## src/rtl/mem_access_unit_pkg.sv

```systemverilog
// Shared encodings and helpers for the memory access stage.
// Optional build macro used by the stage: MEM_MISALIGN_TRAP_EN.
package mem_access_unit_pkg;

  localparam logic [3:0] MEM_NONE = 4'd0;
  localparam logic [3:0] LB       = 4'd1;
  localparam logic [3:0] LH       = 4'd2;
  localparam logic [3:0] LW       = 4'd3;
  localparam logic [3:0] LBU      = 4'd4;
  localparam logic [3:0] LHU      = 4'd5;
  localparam logic [3:0] SB       = 4'd6;
  localparam logic [3:0] SH       = 4'd7;
  localparam logic [3:0] SW       = 4'd8;

  localparam logic        WRITE_DISABLE = 1'b0;
  localparam logic [31:0] ZERO_WORD     = 32'h0000_0000;
  localparam logic [4:0]  NOP_REG       = 5'd0;

  typedef enum logic [1:0] {
    ST_IDLE,
    ST_ACCESS,
    ST_DONE
  } mem_state_t;

  function automatic logic is_load(input logic [3:0] op);
    return op inside {LB, LH, LW, LBU, LHU};
  endfunction

  function automatic logic is_store(input logic [3:0] op);
    return op inside {SB, SH, SW};
  endfunction

  // Number of bus bytes moved by an op; non-memory codes report 1 but are never used.
  function automatic logic [2:0] op_len(input logic [3:0] op);
    case (op)
      LH, LHU, SH: return 3'd2;
      LW, SW:      return 3'd4;
      default:     return 3'd1;
    endcase
  endfunction

  function automatic logic op_misaligned(input logic [3:0] op, input logic [1:0] addr_lo);
    case (op)
      LH, LHU, SH: return addr_lo[0];
      LW, SW:      return addr_lo != 2'b00;
      default:     return 1'b0;
    endcase
  endfunction

endpackage

```

## src/rtl/mem_access_unit_load_extend.sv

```systemverilog
// Sign/zero extension of the assembled load bytes according to the op code.
module mem_access_unit_load_extend
  import mem_access_unit_pkg::*;
(
  input  logic [3:0]  op,
  input  logic [31:0] raw,
  output logic [31:0] value
);

  always_comb begin
    value = raw;
    case (op)
      LB:      value = {{24{raw[7]}}, raw[7:0]};
      LH:      value = {{16{raw[15]}}, raw[15:0]};
      LBU:     value = {24'h000000, raw[7:0]};
      LHU:     value = {16'h0000, raw[15:0]};
      default: value = raw;
    endcase
  end

endmodule

```

## src/rtl/mem_access_unit.sv

```systemverilog
// Memory stage: passes ALU results through and runs loads/stores byte-serially over an 8-bit bus.
// Build macro MEM_MISALIGN_TRAP_EN adds a misalign output and skips misaligned halfword/word accesses.
module mem_access_unit
  import mem_access_unit_pkg::*;
#(
  parameter int ADDR_W     = 32,
  parameter int REG_ADDR_W = 5
) (
  input  logic                  clk,
  input  logic                  rst,
  input  logic                  me_w_enable,
  input  logic [REG_ADDR_W-1:0] me_w_addr,
  input  logic [31:0]           me_w_data,
  input  logic [3:0]            me_mem_op,
  input  logic [31:0]           me_store_data,
  output logic                  stall_req,
  output logic                  mem_req,
  output logic                  mem_we,
  output logic [ADDR_W-1:0]     mem_addr,
  output logic [7:0]            mem_wdata,
  input  logic [7:0]            mem_rdata,
  input  logic                  mem_ack,
`ifdef MEM_MISALIGN_TRAP_EN
  output logic                  misalign,
`endif
  output logic                  wb_w_enable,
  output logic [REG_ADDR_W-1:0] wb_w_addr,
  output logic [31:0]           wb_w_data
);

  mem_state_t  state;
  logic [1:0]  idx;
  logic [31:0] asm_data;
  logic        trap_q;
  logic        trap;
  logic        op_load;
  logic        op_mem;
  logic        last_byte;
  logic [2:0]  len;
  logic [31:0] ext_value;

  assign op_load   = is_load(me_mem_op);
  assign op_mem    = op_load | is_store(me_mem_op);
  assign len       = op_len(me_mem_op);
  assign last_byte = ({1'b0, idx} == (len - 3'd1));

`ifdef MEM_MISALIGN_TRAP_EN
  assign trap     = op_misaligned(me_mem_op, me_w_data[1:0]);
  assign misalign = trap_q;
`else
  assign trap     = 1'b0;
`endif

  // Address and write byte come from the held EX/ME inputs plus the byte index, so they stay put while waiting on ack.
  assign mem_addr  = ADDR_W'(me_w_data) + ADDR_W'(idx);
  assign mem_wdata = me_store_data[{idx, 3'b000} +: 8];
  assign stall_req = ((state == ST_IDLE) && op_mem) || (state == ST_ACCESS);

  mem_access_unit_load_extend u_load_extend (
    .op    (me_mem_op),
    .raw   (asm_data),
    .value (ext_value)
  );

  always_ff @(posedge clk) begin
    if (rst) begin
      state    <= ST_IDLE;
      idx      <= 2'd0;
      asm_data <= ZERO_WORD;
      mem_req  <= 1'b0;
      mem_we   <= 1'b0;
      trap_q   <= 1'b0;
    end else begin
      case (state)
        ST_IDLE: begin
          if (op_mem) begin
            idx      <= 2'd0;
            asm_data <= ZERO_WORD;
            if (trap) begin
              state  <= ST_DONE;
              trap_q <= 1'b1;
            end else begin
              state   <= ST_ACCESS;
              mem_req <= 1'b1;
              mem_we  <= is_store(me_mem_op);
            end
          end
        end
        ST_ACCESS: begin
          if (mem_ack) begin
            if (op_load) asm_data[{idx, 3'b000} +: 8] <= mem_rdata;
            if (last_byte) begin
              state   <= ST_DONE;
              mem_req <= 1'b0;
              mem_we  <= 1'b0;
            end else begin
              idx <= idx + 2'd1;
            end
          end
        end
        ST_DONE: begin
          state  <= ST_IDLE;
          idx    <= 2'd0;
          trap_q <= 1'b0;
        end
        default: state <= ST_IDLE;
      endcase
    end
  end

  // Writeback is only enabled for plain passthrough and for a completed, untrapped load.
  always_comb begin
    wb_w_enable = WRITE_DISABLE;
    wb_w_addr   = me_w_addr;
    wb_w_data   = me_w_data;
    case (state)
      ST_IDLE: if (!op_mem) wb_w_enable = me_w_enable;
      ST_DONE: begin
        if (op_load && !trap_q) begin
          wb_w_enable = me_w_enable;
          wb_w_data   = ext_value;
        end
      end
      default: wb_w_enable = WRITE_DISABLE;
    endcase
  end

endmodule

```

## config.mk

```make
export PLATFORM = sky130hd
export DESIGN_NAME = mem_access_unit
export DESIGN_NICKNAME = d
export VERILOG_FILES = /design/src/rtl/mem_access_unit_pkg.sv /design/src/rtl/mem_access_unit_load_extend.sv /design/src/rtl/mem_access_unit.sv
export SDC_FILE = /design/constraint.sdc
export NUM_CORES = 1
export LEC_CHECK = 0
export BUFFER_PORTS_ARGS = -buffer_cell sky130_fd_sc_hd__buf_2
export CAP_MARGIN = 40
export CORE_ASPECT_RATIO = 0.6
export CORE_MARGIN = 2
export CORE_UTILIZATION = 47
export CTS_CLUSTER_DIAMETER = 40
export CTS_CLUSTER_SIZE = 24
export DETAILED_ROUTE_END_ITERATION = 6
export PLACE_DENSITY = 0.89
export SETUP_SLACK_MARGIN = 0.1
export SLEW_MARGIN = 5
export SYNTH_ARGS = -nofsm -noshare
export SYNTH_HDL_FRONTEND = slang
export SYNTH_HIERARCHICAL = 1
export SYNTH_SLANG_ARGS = --single-unit
```

## constraint.sdc

```tcl
create_clock -name clk -period 2.3 [get_ports clk]
set_input_delay 0.23 -clock clk [delete_from_list [all_inputs] [get_ports clk]]
set_output_delay 0.23 -clock clk [all_outputs]
set_load 0.03 [all_outputs]
```

==> results of run 1 <==
power by group through the flow:
| stage | Sequential, mW | Clock, mW | Combinational, mW |
|---|---|---|---|
| floorplan | 0.697 | 0 | 0.431 |
| global placement | 0.697 | 0 | 0.625 |
| detailed placement | 0.698 | 0 | 0.637 |
| CTS | 0.683 | 0.706 | 0.672 |
| global route | 0.684 | 0.733 | 0.721 |
| finish | 0.683 | 0.702 | 0.682 |
synthesized netlist by cell type, drive strengths merged, types with 5 or more instances:
master | number | share of area, %
nand3 | 41 | 6.0
nor2 | 16 | 1.8
mux4 | 8 | 5.3
and4 | 5 | 1.4
clkbuf | 7 | 0.77
ha | 6 | 2.2
mux2 | 32 | 11
xnor2 | 23 | 5.9
a21oi | 43 | 6.7
nor3 | 9 | 1.6
nand2b | 5 | 0.92
nand4 | 10 | 2.3
xor2 | 10 | 2.6
a21o | 28 | 6.4
nand2 | 47 | 5.2
buf | 28 | 6.0
dfxtp | 38 | 22
repair_timing:
| item | 4_1_cts | 5_1_grt |
|---|---|---|
| endpoints found under the setup margin | 24 | 29 |
| buffers inserted | 9 | 6 |
| pin swaps | 19 | 12 |
| resized for setup | 75 | 11 |
worst paths after layout:
path,start,endpoint,slack (ns),cells after the start
worst max-delay path,idx[0]$_SDFFE_PP0P_,mem_addr[26],-0.13,8
worst min-delay path,mem_rdata[7],asm_data[31]$_SDFFE_PP0P_,0.27,3
worst max register to register,idx[1]$_SDFFE_PP0P_,idx[1]$_SDFFE_PP0P_,0.29,6
worst min register to register,asm_data[31]$_SDFFE_PP0P_,asm_data[31]$_SDFFE_PP0P_,0.45,2
cell families after synthesis:
family / share of synthesized area, %
fa+ha+maj: 2.786
mux: 16.13
xor+xnor: 8.468
buf+inv: 7.221
simple gates: 26.32
compound gates: 16.79
flops: 22.29
final cells by class:
cell class	count	area share [%]
repair buffers	183	23.12
clock inverters	2	0.2561
flip-flops and latches	38	15.67
well taps	91	2.330
multi-input cells	330	55.47
inverters	4	0.3073
clock buffers	6	2.843
state kept, by name, summed over array words and instances, names as in the netlist:
register / count
asm_data: 32
idx: 2
mem_req: 1
mem_we: 1
state: 2
worst max-delay path, delay by kind of cell, from the launching register on:
family | cells | cell delay, ns
flip-flops | 1 | 0.34
XOR/XNOR | 1 | 0.17
adder cells (fa/ha/maj) | 2 | 0.33
buffers and inverters | 2 | 0.32
AND/OR/NAND/NOR | 3 | 0.74
stage by stage:
stage | setup TNS (ns) | total power [mW] | hold slack, ns | util (%) | instance area (um2)
3_5_place_dp | -0.2586 | 1.336 | 0.4488 | 60.07 | 4293
3_3_place_gp | -0.05391 | 1.322 | 0.4417 | 60.07 | 4293
4_1_cts | -1.479 | 2.061 | 0.2568 | 67.09 | 4795
5_1_grt | -1.716 | 2.139 | 0.2684 | 68.36 | 4886
6_report | -0.6886 | 2.067 | 0.2682 | 68.36 | 4886
2_1_floorplan | 0 | 1.128 | 0.3819 | - | 3530
metal layers:
layer / part of all wire [%] / up-vias / global-route usage [%]
li1: - / 1776 / -
met1: 46 / 1734 / 36.79
met2: 45 / 154 / 40.48
met3: 7.9 / 14 / 5.990
met4: 1.1 / 0 / 5.420
met5: 0 / - / 0
==> metrics, run 1 <==
outcome=finished with violations; failing checks=setup timing; internal power contribution=~1.4 mW; # port buffers=155; most used flip-flop cell after synthesis=sky130_fd_sc_hd__dfxtp_1; first-pass GRT wire length=around 17 mm; count of routing violations after the opening detailed-route iteration=between 150 and 200; final setup margin=-0.1311 ns; floorplan die area=approximately 8000 um2; buffer depth of the longest clock path=2; switching power of the nets=approximately 0.71 mW; part of the total power dissipated in the clock network=34.0%; power density cells=roughly 420 nW/um2; # IOs=166; number of warnings reported in the yosys synthesis log=6; post-route insts no fill=approximately 650; placed cell count=~630; Hold/Removal Path Class=in2reg; startpoint type of the worst setup path=flop; top fanout value on the critical path=4; arrival time reported for the critical path endpoint=2.20 ns; via count of the first global-routing pass=around 3500; final WL=between 10 and 15 mm; DRC violation count after routing=0; number of enable flip-flop cells after synthesis=0; routed via count=3678; area taken by flip-flops and latches=roughly 770 um2; number of storage elements in the synthesis netlist=38; number of hold violations in the final report=0; clock tree from TritonCTS=built; most common library cell in the layout ignoring fill and taps=sky130_fd_sc_hd__buf_2; share of total power in sequential cells=about 33%; post-synthesis area per instance=approximately 8.4 um2; Worst Skew=between 0.003 and 0.004 ns; pin slew with the least headroom to its limit=0.7801 ns; Final setup viols=11; fraction of final layout cells with drive strength greater than 1=52.93%; cell count after synthesis=407; Place WS=-0.06002 ns; H-Tree Level Count=2; Sinks on Clock Net=38; Max Clk Rate=0.4113 GHz; maximum resistive drop on vdd=0.2616 mV; cell with the largest stage delay on the worst path=sky130_fd_sc_hd__or4_4; Max transition margin=47.55%; Netlist Area Pre-Place=between 3000 and 4000 um2; antenna violations before repair=0; Core Area=between 7000 and 8000 um2; Pins Over Slew Limit=0; Seq/Total Area, Yosys=approximately 22%; number of optimization iterations in the first detailed-route pass=5; final layout net count=approximately 650; average wire length per cell after detail routing=approximately 16 um; post-CTS clock slew at the launch and capture registers of the worst setup and hold paths=~0.060 ns; time the worst path needs with I/O delays and setup=2.431 ns; routability cong.=around 0.9; Slowest Stage Delay on Critical Path=approximately 0.5 ns; most used cells in the layout excluding fill and tap cells=sky130_fd_sc_hd__buf_2 (131), sky130_fd_sc_hd__nand2_1 (42), sky130_fd_sc_hd__a21oi_1 (38); switching part of the total=~35%; Site Rows=24; overall routing resource usage=25.95%; static power due to leakage=2.258 nW; Clock Latency Late Sink=around 0.28 ns; TritonCTS buffer count=5; Congestion Overflow GR=0; crit path cell chain=ha_4, fa_2, nand4_1, buf_4, or4_4, nor2_4, xor2_2, buf_6; unrepaired setup endpoints after global routing=true; Post-CTS Hold Fix Bufs=0; Async SR Flop Fraction=0%; Vert. Die Dim=about 70 um; via density per instance=between 5 and 6; critical setup path kind=reg2out; number of filler cells placed in the layout=538; ratio of final minimum period to clock period=105.7%; HPWL reported at the end of detailed placement=approximately 8.0 mm; root buffer cell=sky130_fd_sc_hd__clkbuf_16; area taken by multi-input logic gates=about 2700 um2; required time of the critical path=about 2.1 ns; starting density of the core=47.76%; number of diodes=0; floorplan die width=114.0 um; Yosys cell types=61; DRT antenna net count=0; Area Overhead vs Synth=43.15%; portion of total power attributed to combinational logic=between 30% and 40%; element type at the critical path end=primary output; Maximum Capacitance Violations=0; total nets after synthesis=about 500; pin count of the biggest net entering global routing=42
Note: power is estimated with default switching activity, not from simulation.
==> run 2, diff against run 1 <==
CELL_PAD_IN_SITES_DETAIL_PLACEMENT = 1   (was not set)
CELL_PAD_IN_SITES_GLOBAL_PLACEMENT = 2   (was not set)
CORE_UTILIZATION = 24   (was 47)
PLACE_DENSITY = 0.9   (was 0.89)
SYNTH_HIERARCHICAL = not set   (was 1)
==> run 2 against run 1 <==
  * The flow still finishes with violations (setup timing)
  * Die area is 81% higher
  * Synthesized cell count is 11% higher
  * Total power is 1.3% lower
  * Critical path type unchanged
==> metrics, run 2 <==
Maximum Capacitance Violations=0 (unchanged); critical setup path kind=reg2out; registers with the most flip-flops=asm_data x32, idx x2, state x2; routed via count=3945 (+7.3%); maximum resistive drop on vdd=0.2279 mV (-13%); number of enable flip-flop cells after synthesis=0 (unchanged); share of total power in sequential cells=33.3% (+0.3 points); required time of the critical path=2.07 ns (about the same); # IOs=166 (unchanged); portion of total power attributed to combinational logic=34.4% (+1.4 points); element type at the critical path end=primary output; switching power of the nets=0.7340 mW (+2.9%); number of hold violations in the final report=0 (unchanged); cell taking the most area after synthesis=sky130_fd_sc_hd__dfxtp_1; final layout net count=707 (+8.1%); number of warnings reported in the yosys synthesis log=0 (-6); area taken by multi-input logic gates=2430 um2 (-10%); clock tree from TritonCTS=built; Critical R2R Capture=mem_req$_SDFFE_PP0P_; Worst Skew=0.01025 ns (+0.006596 ns); root buffer cell=sky130_fd_sc_hd__clkbuf_16; DRC violation count after routing=0 (unchanged); unrepaired setup endpoints after global routing=true; met1 WL=6.976 mm (+42%); via density per instance=5.025 (-11%); Final setup viols=5 (-6); number of storage elements in the synthesis netlist=38 (unchanged); Vert. Die Dim=93.96 um (+34%); floorplan die width=153.9 um (+35%); most used flip-flop cell after synthesis=sky130_fd_sc_hd__dfxtp_1; most used cells in the layout excluding fill and tap cells=sky130_fd_sc_hd__buf_2 (133), sky130_fd_sc_hd__nand2_1 (101), sky130_fd_sc_hd__a21oi_1 (56); power density cells=430.9 nW/um2 (+1.8%); leading post-synthesis cells by instance count=sky130_fd_sc_hd__nand2_1 (103), sky130_fd_sc_hd__a21oi_1 (58), sky130_fd_sc_hd__nand3_1 (46); part of the total power dissipated in the clock network=32.3% (-1.7 points); most common library cell in the layout ignoring fill and taps=sky130_fd_sc_hd__buf_2; area taken by flip-flops and latches=768.2 um2 (+0.33%); timing startpoint of the critical path=idx[0]$_SDFFE_PP0P_; startpoint type of the worst setup path=flop; Sum Neg Setup Slack=-0.09561 ns (+0.5930 ns); Clock Latency Late Sink=0.29 ns (about the same); Max Clk Rate=0.4279 GHz (+4.0%); final WL=13.71 mm (+28%); Seq/Total Area, Yosys=23.50% (+1.2 points); routed wl met2=5.860 mm (+20%); hold worst-path end=asm_data[24]$_SDFFE_PP0P_; routability cong.=0.8863 (-2.0%); largest register by flop count=asm_data; main area contributors after synthesis=sky130_fd_sc_hd__dfxtp_1 (24%), sky130_fd_sc_hd__nand2_1 (12%), sky130_fd_sc_hd__a21oi_1 (9.0%), sky130_fd_sc_hd__nand3_1 (7.1%), sky130_fd_sc_hd__xnor2_1 (6.2%); cell count after synthesis=452 (+11%); first-pass GRT wire length=21.06 mm (+26%); DRT antenna net count=0 (unchanged); Area Overhead vs Synth=46.27%; R2R depth=7 (+1); starting density of the core=24.87% (-23 points); number of optimization iterations in the first detailed-route pass=4 (-1); most used standard cell by instance count after synthesis=sky130_fd_sc_hd__nand2_1; average wire length per cell after detail routing=17.46 um (+6.5%); startpoint of the most critical hold path=mem_rdata[0]; number of stages on the worst hold path=3 (unchanged); number of filler cells placed in the layout=1650 (+210%); beginning of the worst register-to-register path=idx[1]$_SDFFE_PP0P_; detailed route wirelength on metal3=825 um (-2.3%); post-synthesis area per instance=7.161 um2 (-15%); arrival time reported for the critical path endpoint=2.11 ns (-0.09 ns); ratio of final minimum period to clock period=101.6% (-4.1 points); slack of the worst reg-to-reg path=0.17 ns (-0.12 ns); buffer depth of the longest clock path=2 (unchanged); floorplan die area=14460 um2 (+81%); pin count of the biggest net entering global routing=41 (-2.4%); Yosys cell types=51 (-16%); pin slew with the least headroom to its limit=0.8052 ns (+0.02505 ns); count of routing violations after the opening detailed-route iteration=292 (+49%); fraction of post-synthesis cell area in the top cell type by area=23.50% (+1.2 points); Core Area=13010 um2 (+82%); Hold/Removal Path Class=in2reg; HPWL reported at the end of detailed placement=10.92 mm (+36%); internal power contribution=1.306 mW (-3.5%); switching part of the total=35.98% (+1.5 points); time the worst path needs with I/O delays and setup=2.337 ns (-0.09388 ns); static power due to leakage=1.989 nW (-12%); antenna violations before repair=0 (unchanged); post-CTS clock slew at the launch and capture registers of the worst setup and hold paths=0.06 ns (about the same); Min Hold Slack=0.2838 ns (+0.01555 ns); via count of the first global-routing pass=3889 (+13%); Sinks on Clock Net=38 (unchanged); H-Tree Level Count=2 (unchanged); Netlist Area Pre-Place=3237 um2 (-5.2%); Async SR Flop Fraction=0% (unchanged); TritonCTS buffer count=5 (unchanged); Finished Core Util=36.38% (-32 points); Site Rows=32 (+33%); Max transition margin=46.32% (-1.2 points); final setup margin=-0.03723 ns (+0.09388 ns); Congestion Overflow GR=0 (unchanged); Pins Over Slew Limit=0 (unchanged); outcome=finished with violations; total nets after synthesis=544 (+9.0%); post-layout power=2.040 mW (-1.3%); overall routing resource usage=18.56% (-7.4 points); final instance area=4735 um2 (-3.1%); Highest Signal Layer=met4; number of diodes=0 (unchanged); area after detailed placement=4273 um2 (-0.47%); top fanout value on the critical path=6 (+2); fraction of final layout cells with drive strength greater than 1=39.35% (-14 points); # port buffers=155 (unchanged); max reg flops=32 (unchanged); failing checks=setup timing
[run 2: cell count changes after synthesis, moves of 6 or more]
cell,change
sky130_fd_sc_hd__a21o_1,-20
sky130_fd_sc_hd__a21oi_1,+19
sky130_fd_sc_hd__and3_1,+8
sky130_fd_sc_hd__o21ai_0,+16
sky130_fd_sc_hd__nand2_1,+56
sky130_fd_sc_hd__a21o_2,-6
sky130_fd_sc_hd__nor2_1,+9
sky130_fd_sc_hd__mux2_2,-32
[run 2: layout make-up]
| class | instances | share of cell area (%) |
|---|---|---|
| Clock buffer | 7 | 2.801 |
| Sequential cell | 38 | 16.23 |
| Timing Repair Buffer | 191 | 24.68 |
| Tap cell | 170 | 4.493 |
| Inverter | 6 | 0.4757 |
| Multi-Input combinational cell | 373 | 51.32 |
[run 2: worst max-delay path by stage]
stage                           endpoint  cells after the start
2_1_floorplan  asm_data[20]$_SDFFE_PP0P_                      7
5_1_grt                     mem_addr[27]                      8
6_report                    mem_addr[28]                      8
3_3_place_gp               wb_w_data[10]                      9
3_5_place_dp                wb_w_data[8]                      9
4_1_cts                     mem_addr[31]                      8
[run 2: power by group through the flow]
stage                     combinational [mW]  sequential, mW  clock (mW)
after floorplan                        0.419           0.698           0
after global placement                 0.645           0.693           0
after detailed placement               0.661           0.694           0
after CTS                              0.679           0.679       0.675
after global routing                   0.750           0.680       0.694
final                                  0.702           0.679       0.659
[run 2: cell families (layout without fill, tap and decap cells)]
group	Yosys count	in the layout	synth area share [%]
fa+ha+maj	7	7	2.938
flops	38	38	23.50
compound gates	93	93	16.27
simple gates	231	231	35.76
mux	9	9	5.875
xor+xnor	33	33	8.929
buf+inv	41	204	6.726
[run 2: worst max-delay path, cell delays in order, from the launching register on]
cell	delay, ns
sky130_fd_sc_hd__dfxtp_4	0.36
sky130_fd_sc_hd__ha_4	0.16
sky130_fd_sc_hd__buf_6	0.11
sky130_fd_sc_hd__fa_2	0.34
sky130_fd_sc_hd__and2_4	0.18
sky130_fd_sc_hd__and4_2	0.27
sky130_fd_sc_hd__nand2_1	0.09
sky130_fd_sc_hd__xnor2_1	0.12
sky130_fd_sc_hd__buf_4	0.18
[run 2: metal layers]
metal,vias to the layer above,track usage (%)
met1,1914,26.97
met4,0,2.181
met2,114,28.60
li1,1910,-
met3,7,4.428
met5,-,0
[run 2: repair_timing]
| action | in CTS | in global routing |
|---|---|---|
| setup buffers | 4 | 4 |
| gates resized for setup | 33 | 44 |
| gates cloned | 0 | 0 |
| hold buffers | 0 | 0 |
| pin swaps | 9 | 11 |
| endpoints found under the setup margin | 52 | 54 |
[run 2: through the flow]
stage	cells	setup WS, ns
after global placement	770	0.01052
final	785	-0.03723
after CTS	781	-0.009381
after floorplan	452	0.03559
after detailed placement	770	-0.01074
after global routing	785	-0.1646
